<file path="src/rtl/ram_burst_master.sv">
// ram_burst_master: burst engine that owns the RAM port set (sel/in/load/out)
// and moves whole write or read bursts between the RAM and two word streams.
//
// Handshake rule for every stream here (cmd, wr, rd): a transfer happens on a
// rising edge where valid and ready are both 1; valid, once raised by the
// source, is not required to be held, and ready may depend combinationally on
// state only (never on the partner's valid).
module ram_burst_master #(
    parameter int ADDR_W = 12,
    parameter int DATA_W = 16
) (
    input  logic              clk,
    input  logic              rst,
    input  logic              cmd_valid,
    output logic              cmd_ready,
    input  logic              cmd_write,
    input  logic [ADDR_W-1:0] cmd_addr,
    input  logic [ADDR_W-1:0] cmd_len,
    input  logic [DATA_W-1:0] wr_data,
    input  logic              wr_valid,
    output logic              wr_ready,
    output logic [DATA_W-1:0] rd_data,
    output logic              rd_valid,
    input  logic              rd_ready,
    output logic [ADDR_W-1:0] mem_sel,
    output logic [DATA_W-1:0] mem_in,
    output logic              mem_load,
    input  logic [DATA_W-1:0] mem_out,
    output logic              busy,
    output logic              done
);

    typedef enum logic [2:0] {
        ST_IDLE  = 3'd0,
        ST_WRITE = 3'd1,
        ST_READ  = 3'd2,
        ST_DRAIN = 3'd3,
        ST_DONE  = 3'd4
    } state_t;

    state_t              state_q, state_d;
    logic [ADDR_W-1:0]   addr_q, addr_d;
    logic [ADDR_W-1:0]   rem_q, rem_d;
    logic [DATA_W-1:0]   rd_data_q, rd_data_d;
    logic                rd_valid_q, rd_valid_d;

    // State, burst pointer/count and the read output register.
    always_ff @(posedge clk) begin
        if (rst) begin
            state_q    <= ST_IDLE;
            addr_q     <= '0;
            rem_q      <= '0;
            rd_data_q  <= '0;
            rd_valid_q <= 1'b0;
        end else begin
            state_q    <= state_d;
            addr_q     <= addr_d;
            rem_q      <= rem_d;
            rd_data_q  <= rd_data_d;
            rd_valid_q <= rd_valid_d;
        end
    end

    // Next-state, burst bookkeeping and stream ready signals.
    always_comb begin
        state_d    = state_q;
        addr_d     = addr_q;
        rem_d      = rem_q;
        rd_data_d  = rd_data_q;
        rd_valid_d = rd_valid_q;
        cmd_ready  = 1'b0;
        wr_ready   = 1'b0;

        // A consumed word leaves the output register unless a capture below
        // refills it in the same cycle.
        if (rd_valid_q && rd_ready) begin
            rd_valid_d = 1'b0;
        end

        case (state_q)
            ST_IDLE: begin
                cmd_ready = 1'b1;
                if (cmd_valid) begin
                    addr_d  = cmd_addr;
                    rem_d   = cmd_len;
                    state_d = cmd_write ? ST_WRITE : ST_READ;
                end
            end
            ST_WRITE: begin
                wr_ready = 1'b1;
                if (wr_valid) begin
                    addr_d = addr_q + 1'b1;
                    rem_d  = rem_q - 1'b1;
                    if (rem_q == '0) begin
                        state_d = ST_DONE;
                    end
                end
            end
            ST_READ: begin
                // Capture whenever the output register is empty or being drained.
                if (!rd_valid_q || rd_ready) begin
                    rd_data_d  = mem_out;
                    rd_valid_d = 1'b1;
                    addr_d     = addr_q + 1'b1;
                    rem_d      = rem_q - 1'b1;
                    if (rem_q == '0) begin
                        state_d = ST_DRAIN;
                    end
                end
            end
            ST_DRAIN: begin
                if (rd_valid_q && rd_ready) begin
                    state_d = ST_DONE;
                end
            end
            ST_DONE: begin
                state_d = ST_IDLE;
            end
            default: begin
                state_d = ST_IDLE;
            end
        endcase
    end

    // RAM port drive: address follows the burst pointer; writes are same-cycle
    // and suppressed whenever reset is asserted.
    assign mem_sel  = addr_q;
    assign mem_in   = wr_data;
    assign mem_load = (state_q == ST_WRITE) && wr_valid && !rst;

    assign rd_data  = rd_data_q;
    assign rd_valid = rd_valid_q;
    assign busy     = (state_q != ST_IDLE);
    assign done     = (state_q == ST_DONE);

endmodule

</file>
<file path="config.mk">
export PLATFORM = sky130hd
export DESIGN_NAME = ram_burst_master
export DESIGN_NICKNAME = d
export VERILOG_FILES = /design/src/rtl/ram_burst_master.sv
export SDC_FILE = /design/constraint.sdc
export NUM_CORES = 1
export LEC_CHECK = 0
export CAP_MARGIN = 20
export CORE_MARGIN = 8
export CORE_UTILIZATION = 40
export CTS_BUF_LIST = sky130_fd_sc_hd__clkbuf_8
export CTS_CLUSTER_SIZE = 25
export DETAILED_ROUTE_END_ITERATION = 12
export DONT_BUFFER_PORTS = 1
export PLACE_DENSITY = 0.57
export SLEW_MARGIN = 40
export SYNTH_ARGS = -nofsm -noshare
export SYNTH_HDL_FRONTEND = slang
export SYNTH_SLANG_ARGS = --single-unit
</file>
<file path="constraint.sdc">
create_clock -name clk -period 2 [get_ports clk]
set_clock_uncertainty 0.05 [all_clocks]
set_input_delay 0.6 -clock clk [delete_from_list [all_inputs] [get_ports clk]]
set_output_delay 0.6 -clock clk [all_outputs]
set_load 0.05 [all_outputs]
</file>
==> results of run 1 <==
## sequential cells by signal, indices dropped and copies added (netlist names)
signal / count
state_q: 3
rem_q: 12
rd_valid: 1
rd_data: 16
mem_sel: 12
## through the flow
stage                     hold WS, ps  setup TNS, ps  power, mW
after floorplan                   400           -177       3.67
after global placement            427              0       4.47
after detailed placement          426              0       4.47
after CTS                         294              0       5.19
after global routing              297          -1.89       5.58
final                             304              0       5.21
## cell usage after synthesis, drive strengths merged, types with 2 or more instances
library cell / count
a21o: 5
a211oi: 4
nand3: 13
a22o: 2
clkbuf: 16
a21oi: 29
or3: 3
nor3: 15
a31oi: 2
nand2: 45
nor2: 8
buf: 24
nand2b: 2
o31ai: 4
or4: 5
dfxtp: 44
nand4: 5
or3b: 2
ha: 3
a32o: 5
nor2b: 2
o211ai: 3
nor4b: 3
mux2i: 4
a21boi: 10
a32oi: 2
nor3b: 2
and3: 5
o32ai: 2
and4: 3
nor4: 4
inv: 8
o21ai: 25
## cell type report
class | count | share of cell area
repair buffers | 38 | 0.118
clock inverters | 1 | 0.0103
multi-input cells | 234 | 0.498
inverters | 8 | 0.0112
flip-flops and latches | 44 | 0.306
clock buffers | 5 | 0.0237
well taps | 77 | 0.0332
## path summary, 6_finish.rpt
kind / to / start / cells past startpoint
max: mem_load / state_q[0]$_SDFFE_PP0P_ / 3
min: rd_data[3]$_SDFFE_PP0P_ / rst / 1
max reg2reg: mem_sel[11]$_SDFFE_PP0P_ / state_q[0]$_SDFFE_PP0P_ / 5
min reg2reg: rem_q[6]$_SDFFE_PP0P_ / rem_q[6]$_SDFFE_PP0P_ / 2
## worst reg2reg max path, stage by stage (launching register included)
cell and delay [ps]:
dfxtp_4 380, or3b_1 390, o32a_1 220, buf_12 170, or4_1 520, o211ai_1 100
## kinds of logic (layout without fill, tap and decap cells)
| family | count (synthesis) | count (layout) |
|---|---|---|
| flip-flops | 44 | 44 |
| AO/OA/AOI/OAI | 105 | 105 |
| XOR/XNOR | 2 | 2 |
| multiplexers | 4 | 4 |
| adder cells (fa/ha/maj) | 3 | 3 |
| buffers and inverters | 48 | 52 |
| AND/OR/NAND/NOR | 120 | 120 |
## per-layer routing
metal	routed length, µm	vias up
met5	0	-
met3	550	12
met4	110	0
met1	3250	1126
met2	3480	73
li1	-	1191
## power groups by stage
stage | logic, mW | clock network [mW] | registers (mW)
floorplan | 1.83 | 0 | 1.83
global placement | 2.91 | 0 | 1.55
detailed placement | 2.91 | 0 | 1.56
CTS | 2.95 | 0.695 | 1.55
global route | 3.26 | 0.719 | 1.60
finish | 2.98 | 0.673 | 1.56
## timing repair
| action | in CTS | in global routing |
|---|---|---|
| gates resized for setup | 4 | 9 |
| pin swaps | 1 | 1 |
| setup endpoints to repair | 4 | 5 |
| hold endpoints to repair | 0 | 0 |
==> results.md, run 1 <==
* Outcome: finished, final reports clean
* Synth area leaders: dfxtp_1 (34%), nand2_1 (6.6%), a21oi_1 (5.7%), buf_4 (4.7%), o21ai_1 (3.1%)
* Sw power at 2.52 mW
* Core area at 0.00628 mm²
* Max cap viols at 0
* Routed WL at 7380 µm
* Combinational power share at 0.572
* Ys async rst share at 0
* CP delay by family, top: simple AND/OR/NAND/NOR gates
* VDD IR max at 0.729 mV
* Fin. Hold Viols at 0
* Post-synth top area cell: dfxtp_1
* Post-Synth Simple-Gate Area at 0.240
* Detailed placer's ending HPWL at between 5000 and 6000 µm
* Synth Area in Compound Gates at 0.273
* RSZ-0062 raised after global routing: yes
* First-pass GRT wire length at between 10000 and 15000 µm
* Post-Layout Cell Count at 407
* Post-CTS setup buffer count at 0
* Post-route core utilization at 0.462
* Critical-path cell list: buf_8 > and3_4 > and3_4
* Die width at 95.9 µm
* CTS H-tree lvls at 2
* Post-synth top area share at 0.345
* Fraction of the yosys area taken by sequential cells at 0.345
* CP max-delay cell: dfxtp_4
* Post-route ant nets at 0
* Final Critical Period at 1960 ps
* Vias per cell at 5.90
* Vias in the first global route at 2363
* Syn Inst Count at 326
* Starting Density at 0.407
* Seq pwr share at 0.299
* Final Wtd Congestion at 0.826
* Syn Area/Cell at a little under 8 µm²
* # IOs at 112
* Drt first pass iters at 4
* Worst Max-Slew Pin Slew at 606 ps
* First DRT Iteration DRCs at roughly 150
* Leakage power at 1.06 nW
* CP startpoint kind: flop
* CTS Buf Count at 5
* GRT overflow at 0
* Number of antenna violations at the first check in global routing at 0
* Reg clk slew, reported paths at 90 ps
* Clock power frac at 0.129
* Overall routing resource usage at 0.161
* Clk buf depth at 2
* Sink Count at 44
* Area after DPL at around 0.0028 mm²
* Bufs and invs on worst path at 1
* Post-synthesis adder-cell area fraction at 0.0147
* Avg WL per Cell at 18.1 µm
* Commonest non-fill, non-tap cell in the layout: nand2_1
* Critical path data required time at 1350 ps
* Hold Path Class: input port to flop
* Largest family of logic cells by synthesized area: compound AO/OA/AOI/OAI gates
* Inst Count DP at approximately 400
* Diodes inserted at 0
* Port bufs at 0
* Die height at 95.9 µm
* Power Density at 1790 mW/mm²
* Grt met3 use at 0.0398
* Seq cells post-synth at 44
* Layout cell share with drive strength beyond 1 at 0.173
* Worst-path fanout max at 10
* Int Pwr at 2.69 mW
* Crit end category: output port
* Fin nets at 396
* # setup viols final at 0
* Most frequent cells in the layout: nand2_1 (45), dfxtp_1 (41), buf_4 (33), a21oi_1 (29), o21ai_1 (16)
* GRT busiest layer: met2
* Worst reg2reg setup slack at approximately 100 ps
* Root Driver: clkbuf_8
* Met2 global-route usage at 0.261
* Most common cell on crit path: and3_4
* Slew margin rel. at 0.596
* Post-CTS Hold Buffers at 0
* CTS tree: yes
* Sw Share at 0.484
* DRC Markers at 0
* XOR/XNOR Fraction of Synth Area at 0.00686
* Largest net degree at the start of global routing at 41
* DP Worst Slack at 84.8 ps
* # rows at 29
* Final period utilization at 0.978
* Multiplexer share of the synthesized area at 0.0157
* Clk_lat worst skew at 300 ps
* Arrival time worst endpoint at 1310 ps
* Die area at 0.00920 mm²
* Mapped Nets at 391
* Met1 usage at 0.201
* Fin. max-slew vios at 0
* Unique masters post-synth at 56
* Syn. warnings at 0
* FMAX at 0.511 GHz
* CP Class: flop to output port
* Area Overhead vs Synth at 13.6%
* Fin worst setup slack at 44.4 ps
* DR vias at 2402
* Largest stage delay, worst path at 390 ps
* Most common flop cell mapped by yosys: dfxtp_1
* Multi-input gate area at 0.00145 mm²
* EDFF count, synth at 0
* Mapped Area at 0.00255 mm²
* Finished Cell Area at 0.00290 mm²
* # fillers at 641
* Register area at 887 µm²
(Power assumes the default switching activity.)
==> run 2, diff against run 1 <==
Settings changed: CORE_MARGIN 8 to 3.
==> run 2 against run 1 <==
Compared with the run above:
- sequential cell count unchanged
- critical path depth up 1
- sequential power down 4%
- register-to-register slack better by 20 ps
- largest cell class unchanged
==> results.md, run 2 (same netlist as run 1, synthesis figures left out) <==
* Hold Path Class: input port to flop (unchanged)
* CTS tree: yes (unchanged)
* # IOs at 112 (unchanged)
* Sw power at 2.61 mW (was 2.52 mW)
* Arrival time worst endpoint at 1310 ps (about the same)
* Root Driver: clkbuf_8 (unchanged)
* DP Worst Slack at 106 ps (was 84.8 ps)
* Number of antenna violations at the first check in global routing at 0 (unchanged)
* Final Wtd Congestion at 0.906 (was 0.826)
* Largest net degree at the start of global routing at 41 (unchanged)
* Port bufs at 0 (unchanged)
* Clock power frac at 0.118 (was 0.129)
* FMAX at 0.509 GHz (was 0.511 GHz)
* CP startpoint kind: flop (unchanged)
* First DRT Iteration DRCs at 151 (was 152)
* GRT overflow at 0 (unchanged)
* VDD IR max at 0.824 mV (was 0.729 mV)
* Detailed placer's ending HPWL at 5110 µm (was 5280 µm)
* Final Critical Period at 1960 ps (about the same)
* Crit end category: output port (unchanged)
* Outcome: finished, final reports clean (unchanged)
* Setup TNS at 0 ps (unchanged)
* Combinational power share at 0.594 (was 0.572)
* CTS Buf Count at 5 (unchanged)
* Slew margin rel. at 0.618 (was 0.596)
* First-pass GRT wire length at 12100 µm (was 11800 µm)
* DR vias at 2488 (was 2402)
* Int Pwr at 2.61 mW (was 2.69 mW)
* Largest register FFs at 16 (unchanged)
* Reg clk slew, reported paths at 90 ps (about the same)
* Commonest non-fill, non-tap cell in the layout: nand2_1 (unchanged)
* DRC Markers at 0 (unchanged)
* Worst-path fanout max at 9 (was 10)
* Core area at 0.00606 mm² (was 0.00628 mm²)
* Die width at 85.9 µm (was 95.9 µm)
* Worst Max-Slew Pin Slew at 574 ps (was 606 ps)
* Die height at 85.9 µm (was 95.9 µm)
* # setup viols final at 0 (unchanged)
* Starting Density at 0.422 (was 0.407)
* Drt first pass iters at 4 (unchanged)
* # rows at 28 (was 29)
* Routed WL at 7370 µm (was 7380 µm)
* Clk_lat worst skew at 310 ps (was 300 ps)
* Final period utilization at 0.982 (was 0.978)
* Most frequent cells in the layout: nand2_1 (45), buf_4 (42), dfxtp_1 (41), a21oi_1 (29), o21ai_1 (16) (was nand2_1 (45), dfxtp_1 (41), buf_4 (33), a21oi_1 (29), o21ai_1 (16))
* CTS H-tree lvls at 2 (unchanged)
* Vias in the first global route at 2400 (was 2363)
* Max cap viols at 0 (unchanged)
* Sink Count at 44 (unchanged)
* CP Class: flop to output port (unchanged)
* Sw Share at 0.500 (was 0.484)
* Fin worst setup slack at 36.4 ps (was 44.4 ps)
* Fin. max-slew vios at 0 (unchanged)
* Worst hold slack at 319 ps (was 304 ps)
* Clk buf depth at 2 (unchanged)
* Fin. Hold Viols at 0 (unchanged)
* Avg WL per Cell at 17.7 µm (was 18.1 µm)
* Die area at 0.00738 mm² (was 0.00920 mm²)
* Power Density at 1760 mW/mm² (was 1790 mW/mm²)
* Critical path data required time at 1350 ps (about the same)
* Overall routing resource usage at 0.201 (was 0.161)
* Diodes inserted at 0 (unchanged)
* Seq pwr share at 0.287 (was 0.299)
* Post-route ant nets at 0 (unchanged)
* Fin nets at 406 (was 396)
* Layout cell share with drive strength beyond 1 at 0.205 (was 0.173)
* Vias per cell at 5.97 (was 5.90)
* Leakage power at 1.11 nW (was 1.06 nW)
* Area Overhead vs Synth at 15.8% (was 13.6%)
run 2: worst paths after layout:
path	start	to	slack, ps	depth (start not counted)
worst min register to register	rem_q[6]$_SDFFE_PP0P_	rem_q[6]$_SDFFE_PP0P_	460	2
worst max-delay path	state_q[1]$_SDFFE_PP0P_	mem_load	40	4
worst min-delay path	rst	mem_sel[4]$_SDFFE_PP0P_	320	1
worst max register to register	rem_q[4]$_SDFFE_PP0P_	state_q[1]$_SDFFE_PP0P_	120	4
run 2: layout make-up:
type / instances / area, µm²
fillers: 617 / 3100
multi-input cells: 234 / 1450
flip-flops and latches: 44 / 887
repair buffers: 48 / 408
well taps: 75 / 93.8
clock buffers: 5 / 68.8
inverters: 8 / 30.0
clock inverters: 3 / 26.3
run 2: per-layer routing:
metal  global-route usage  vias up  wire length [µm]
li1                     -     1221                 -
met1                0.278     1167              3350
met2                0.297       89              3330
met3               0.0615       11               565
met4               0.0647        0               126
met5                    0        -                 0
run 2: timing repair:
action | 4_1_cts | 5_1_grt
setup endpoints to repair | 2 | 5
pin swaps | 2 | 1
resized for setup | 8 | 6
hold buffers | 0 | 0
buffers inserted | 1 | 4
run 2: metrics by stage:
step / instance area, µm² / util / power, mW / cells
6_report: 2960 / 0.488 / 5.22 / 417
5_1_grt: 2960 / 0.488 / 5.60 / 417
4_1_cts: 2920 / 0.481 / 5.15 / 413
3_5_place_dp: 2790 / 0.460 / 4.50 / 404
3_3_place_gp: 2790 / 0.460 / 4.48 / 404
2_1_floorplan: 2590 / - / 3.67 / 326
run 2: critical path, cell delays in order (launching register included):
cell,delay [ps]
dfxtp_2,330
buf_6,140
inv_2,70
and3_4,180
and3_4,290
run 2: power groups by stage:
stage	Sequential (mW)	Combinational, mW	Clock [mW]
finish	1.50	3.10	0.618
global route	1.54	3.39	0.666
CTS	1.49	3.03	0.634
detailed placement	1.50	2.99	0
global placement	1.50	2.98	0
floorplan	1.83	1.83	0
==> run 3, diff against run 2 <==
Settings changed: CORE_MARGIN 3 to unset, CTS_CLUSTER_DIAMETER set to 30.
==> run 3 against run 2 <==
Compared with the run above:
- via count shrank 1.9%
- wire length shrank 1.7%
- setup slack is essentially flat
- sequential share of layout area shrank 0.31 points
- first-iteration DRC count grew 5.3%
- register-to-register slack is essentially flat
- total power grew 1.8%
- clock-buffer cell count is the same
- final cell count shrank 0.72%
- clock power grew 17%
- combinational power shrank 1%
==> results.md, run 3 (same netlist as run 1, synthesis figures left out) <==
* DP Worst Slack at 68.2 ps (was 106 ps)
* Worst-path fanout max at 8 (was 9)
* Die width at 81.9 µm (was 85.9 µm)
* Finished Cell Area at 0.00299 mm² (was 0.00296 mm²)
* Inst Count DP at 400 (was 404)
* Layout cell share with drive strength beyond 1 at 0.201 (was 0.205)
* Most common cell on crit path: and3_4 (unchanged)
* Grt met3 use at 0.0556 (was 0.0615)
* Worst reg2reg setup slack at 130 ps (was 120 ps)
* Area Overhead vs Synth at 17.0% (was 15.8%)
* VDD IR max at 0.827 mV (was 0.824 mV)
* Most frequent cells in the layout: nand2_1 (45), dfxtp_1 (41), buf_4 (38), a21oi_1 (29), o21ai_1 (16) (was nand2_1 (45), buf_4 (42), dfxtp_1 (41), a21oi_1 (29), o21ai_1 (16))
* Vias per cell at 5.90 (was 5.97)
* Final period utilization at 0.982 (about the same)
* CTS Buf Count at 5 (unchanged)
* Hold Path Class: input port to flop (unchanged)
* RSZ-0062 raised after global routing: no
* Met2 global-route usage at 0.355 (was 0.297)
* FMAX at 0.509 GHz (about the same)
* GRT overflow at 0 (unchanged)
* Clk_lat worst skew at 310 ps (about the same)
* Path depth of the worst reg2reg path at 6 (was 4)
* Slew margin rel. at 0.607 (was 0.618)
* Final Critical Period at 1960 ps (about the same)
* Clk buf depth at 2 (unchanged)
* Max cap viols at 0 (unchanged)
* Die area at 0.00671 mm² (was 0.00738 mm²)
* Area after DPL at 0.00277 mm² (was 0.00279 mm²)
* Post-route ant nets at 0 (unchanged)
* Fin nets at 403 (was 406)
* CP max-delay cell: dfxtp_2 (unchanged)
* Fin worst setup slack at 36.3 ps (was 36.4 ps)
* CTS H-tree lvls at 2 (unchanged)
* R2r startpoint: state_q[2]$_SDFFE_PP0P_ (was rem_q[4]$_SDFFE_PP0P_)
* Final Wtd Congestion at 0.799 (was 0.906)
* Worst hold slack at 298 ps (was 319 ps)
* Leakage power at 1.11 nW (about the same)
* Number of antenna violations at the first check in global routing at 0 (unchanged)
* Arrival time worst endpoint at 1310 ps (about the same)
* Largest stage delay, worst path at 380 ps (was 330 ps)
* # IOs at 112 (unchanged)
* Post-CTS Hold Buffers at 0 (unchanged)
* Fin. max-slew vios at 0 (unchanged)
* Met1 usage at 0.281 (was 0.278)
* Drt first pass iters at 4 (unchanged)
* Critical path data required time at 1350 ps (about the same)
* Diodes inserted at 0 (unchanged)
* Reg clk slew, reported paths at 100 ps (was 90 ps)
* Hold-critical path depth at 1 (unchanged)
* Die height at 81.9 µm (was 85.9 µm)
* Critical-path cell list: buf_6 > and3_4 > and3_4 (was buf_6 > inv_2 > and3_4 > and3_4)
* CTS tree: yes (unchanged)
* Commonest non-fill, non-tap cell in the layout: nand2_1 (unchanged)
* Routed WL at 7240 µm (was 7370 µm)
* # rows at 28 (unchanged)
* Crit end category: output port (unchanged)
* Outcome: finished, final reports clean (unchanged)
* # setup viols final at 0 (unchanged)
* Sink Count at 44 (unchanged)
* Core area at 0.00603 mm² (was 0.00606 mm²)
* Avg WL per Cell at 17.5 µm (was 17.7 µm)
* DRC Markers at 0 (unchanged)
* DR vias at 2441 (was 2488)
* Fin. Hold Viols at 0 (unchanged)
* Power Density at 1780 mW/mm² (was 1760 mW/mm²)
* Overall routing resource usage at 0.223 (was 0.201)
* First DRT Iteration DRCs at 159 (was 151)
* Worst Max-Slew Pin Slew at 589 ps (was 574 ps)
* CP startpoint kind: flop (unchanged)
* Largest net degree at the start of global routing at 41 (unchanged)
* Post-Layout Cell Count at 414 (was 417)
* Largest register FFs at 16 (unchanged)
* Hold path start: rst (unchanged)
* FF-to-FF End: rem_q[9]$_SDFFE_PP0P_ (was state_q[1]$_SDFFE_PP0P_)
* Vias in the first global route at 2321 (was 2400)
* Port bufs at 0 (unchanged)
* Root Driver: clkbuf_8 (unchanged)
* Hold endpoint: mem_sel[0]$_SDFFE_PP0P_ (was mem_sel[4]$_SDFFE_PP0P_)
* CP Class: flop to output port (unchanged)
* Detailed placer's ending HPWL at 4960 µm (was 5110 µm)
* Starting Density at 0.424 (was 0.422)
* GRT busiest layer: met2 (unchanged)
* First-pass GRT wire length at 11200 µm (was 12100 µm)
[run 3: where the power goes]
group	leakage (nW)	total [mW]	switching [mW]	internal [mW]
clock network	0.0548	0.721	0.344	0.377
registers	0.362	1.53	0.394	1.14
logic	0.698	3.06	1.84	1.22
[run 3: stage by stage]
step	setup TNS, ps	util	power, mW
after floorplan	-177	-	3.67
after global placement	0	0.460	4.47
after detailed placement	0	0.460	4.49
after CTS	0	0.489	5.27
after global routing	0	0.496	5.69
final	0	0.496	5.31
[run 3: what timing repair did]
| action | CTS | global route |
|---|---|---|
| resized for setup | 8 | 6 |
| pin swaps | 1 | 1 |
| endpoints found under the setup margin | 2 | 7 |
| cloned | 1 | 0 |
| setup buffers | 1 | 4 |
[run 3: metal layers]
metal  part of all wire  vias to the layer above  wire (µm)
met1               0.46                     1128       3310
li1                   -                     1213          -
met2               0.46                       88       3310
met4              0.019                        0        140
met5                  0                        -          0
met3              0.067                       12        488
[run 3: area by class of cell]
cell class	count	area, µm²
flip-flops and latches	44	887
well taps	75	93.8
fillers	605	3040
repair buffers	45	415
multi-input cells	234	1450
clock buffers	5	68.8
clock inverters	3	46.3
inverters	8	32.5
[run 3: critical path: cells and delay by family, from the launching register on]
family / cells / cell delay (ps)
simple gates: 2 / 480
buf+inv: 1 / 150
flops: 1 / 380
[run 3: how the worst max path moves through the flow]
stage                                       start                     to  slack [ps]  depth (start not counted)
after floorplan           state_q[0]$_SDFFE_PP0P_                   busy        -180                          4
after global placement      rem_q[0]$_SDFFE_PP0P_  rem_q[6]$_SDFFE_PP0P_          70                          6
after detailed placement                 wr_valid  rem_q[9]$_SDFFE_PP0P_          70                          5
after CTS                 state_q[2]$_SDFFE_PP0P_               mem_load           3                          4
after global routing      state_q[2]$_SDFFE_PP0P_               mem_load         0.7                          4
final                     state_q[0]$_SDFFE_PP0P_               mem_load          40                          3
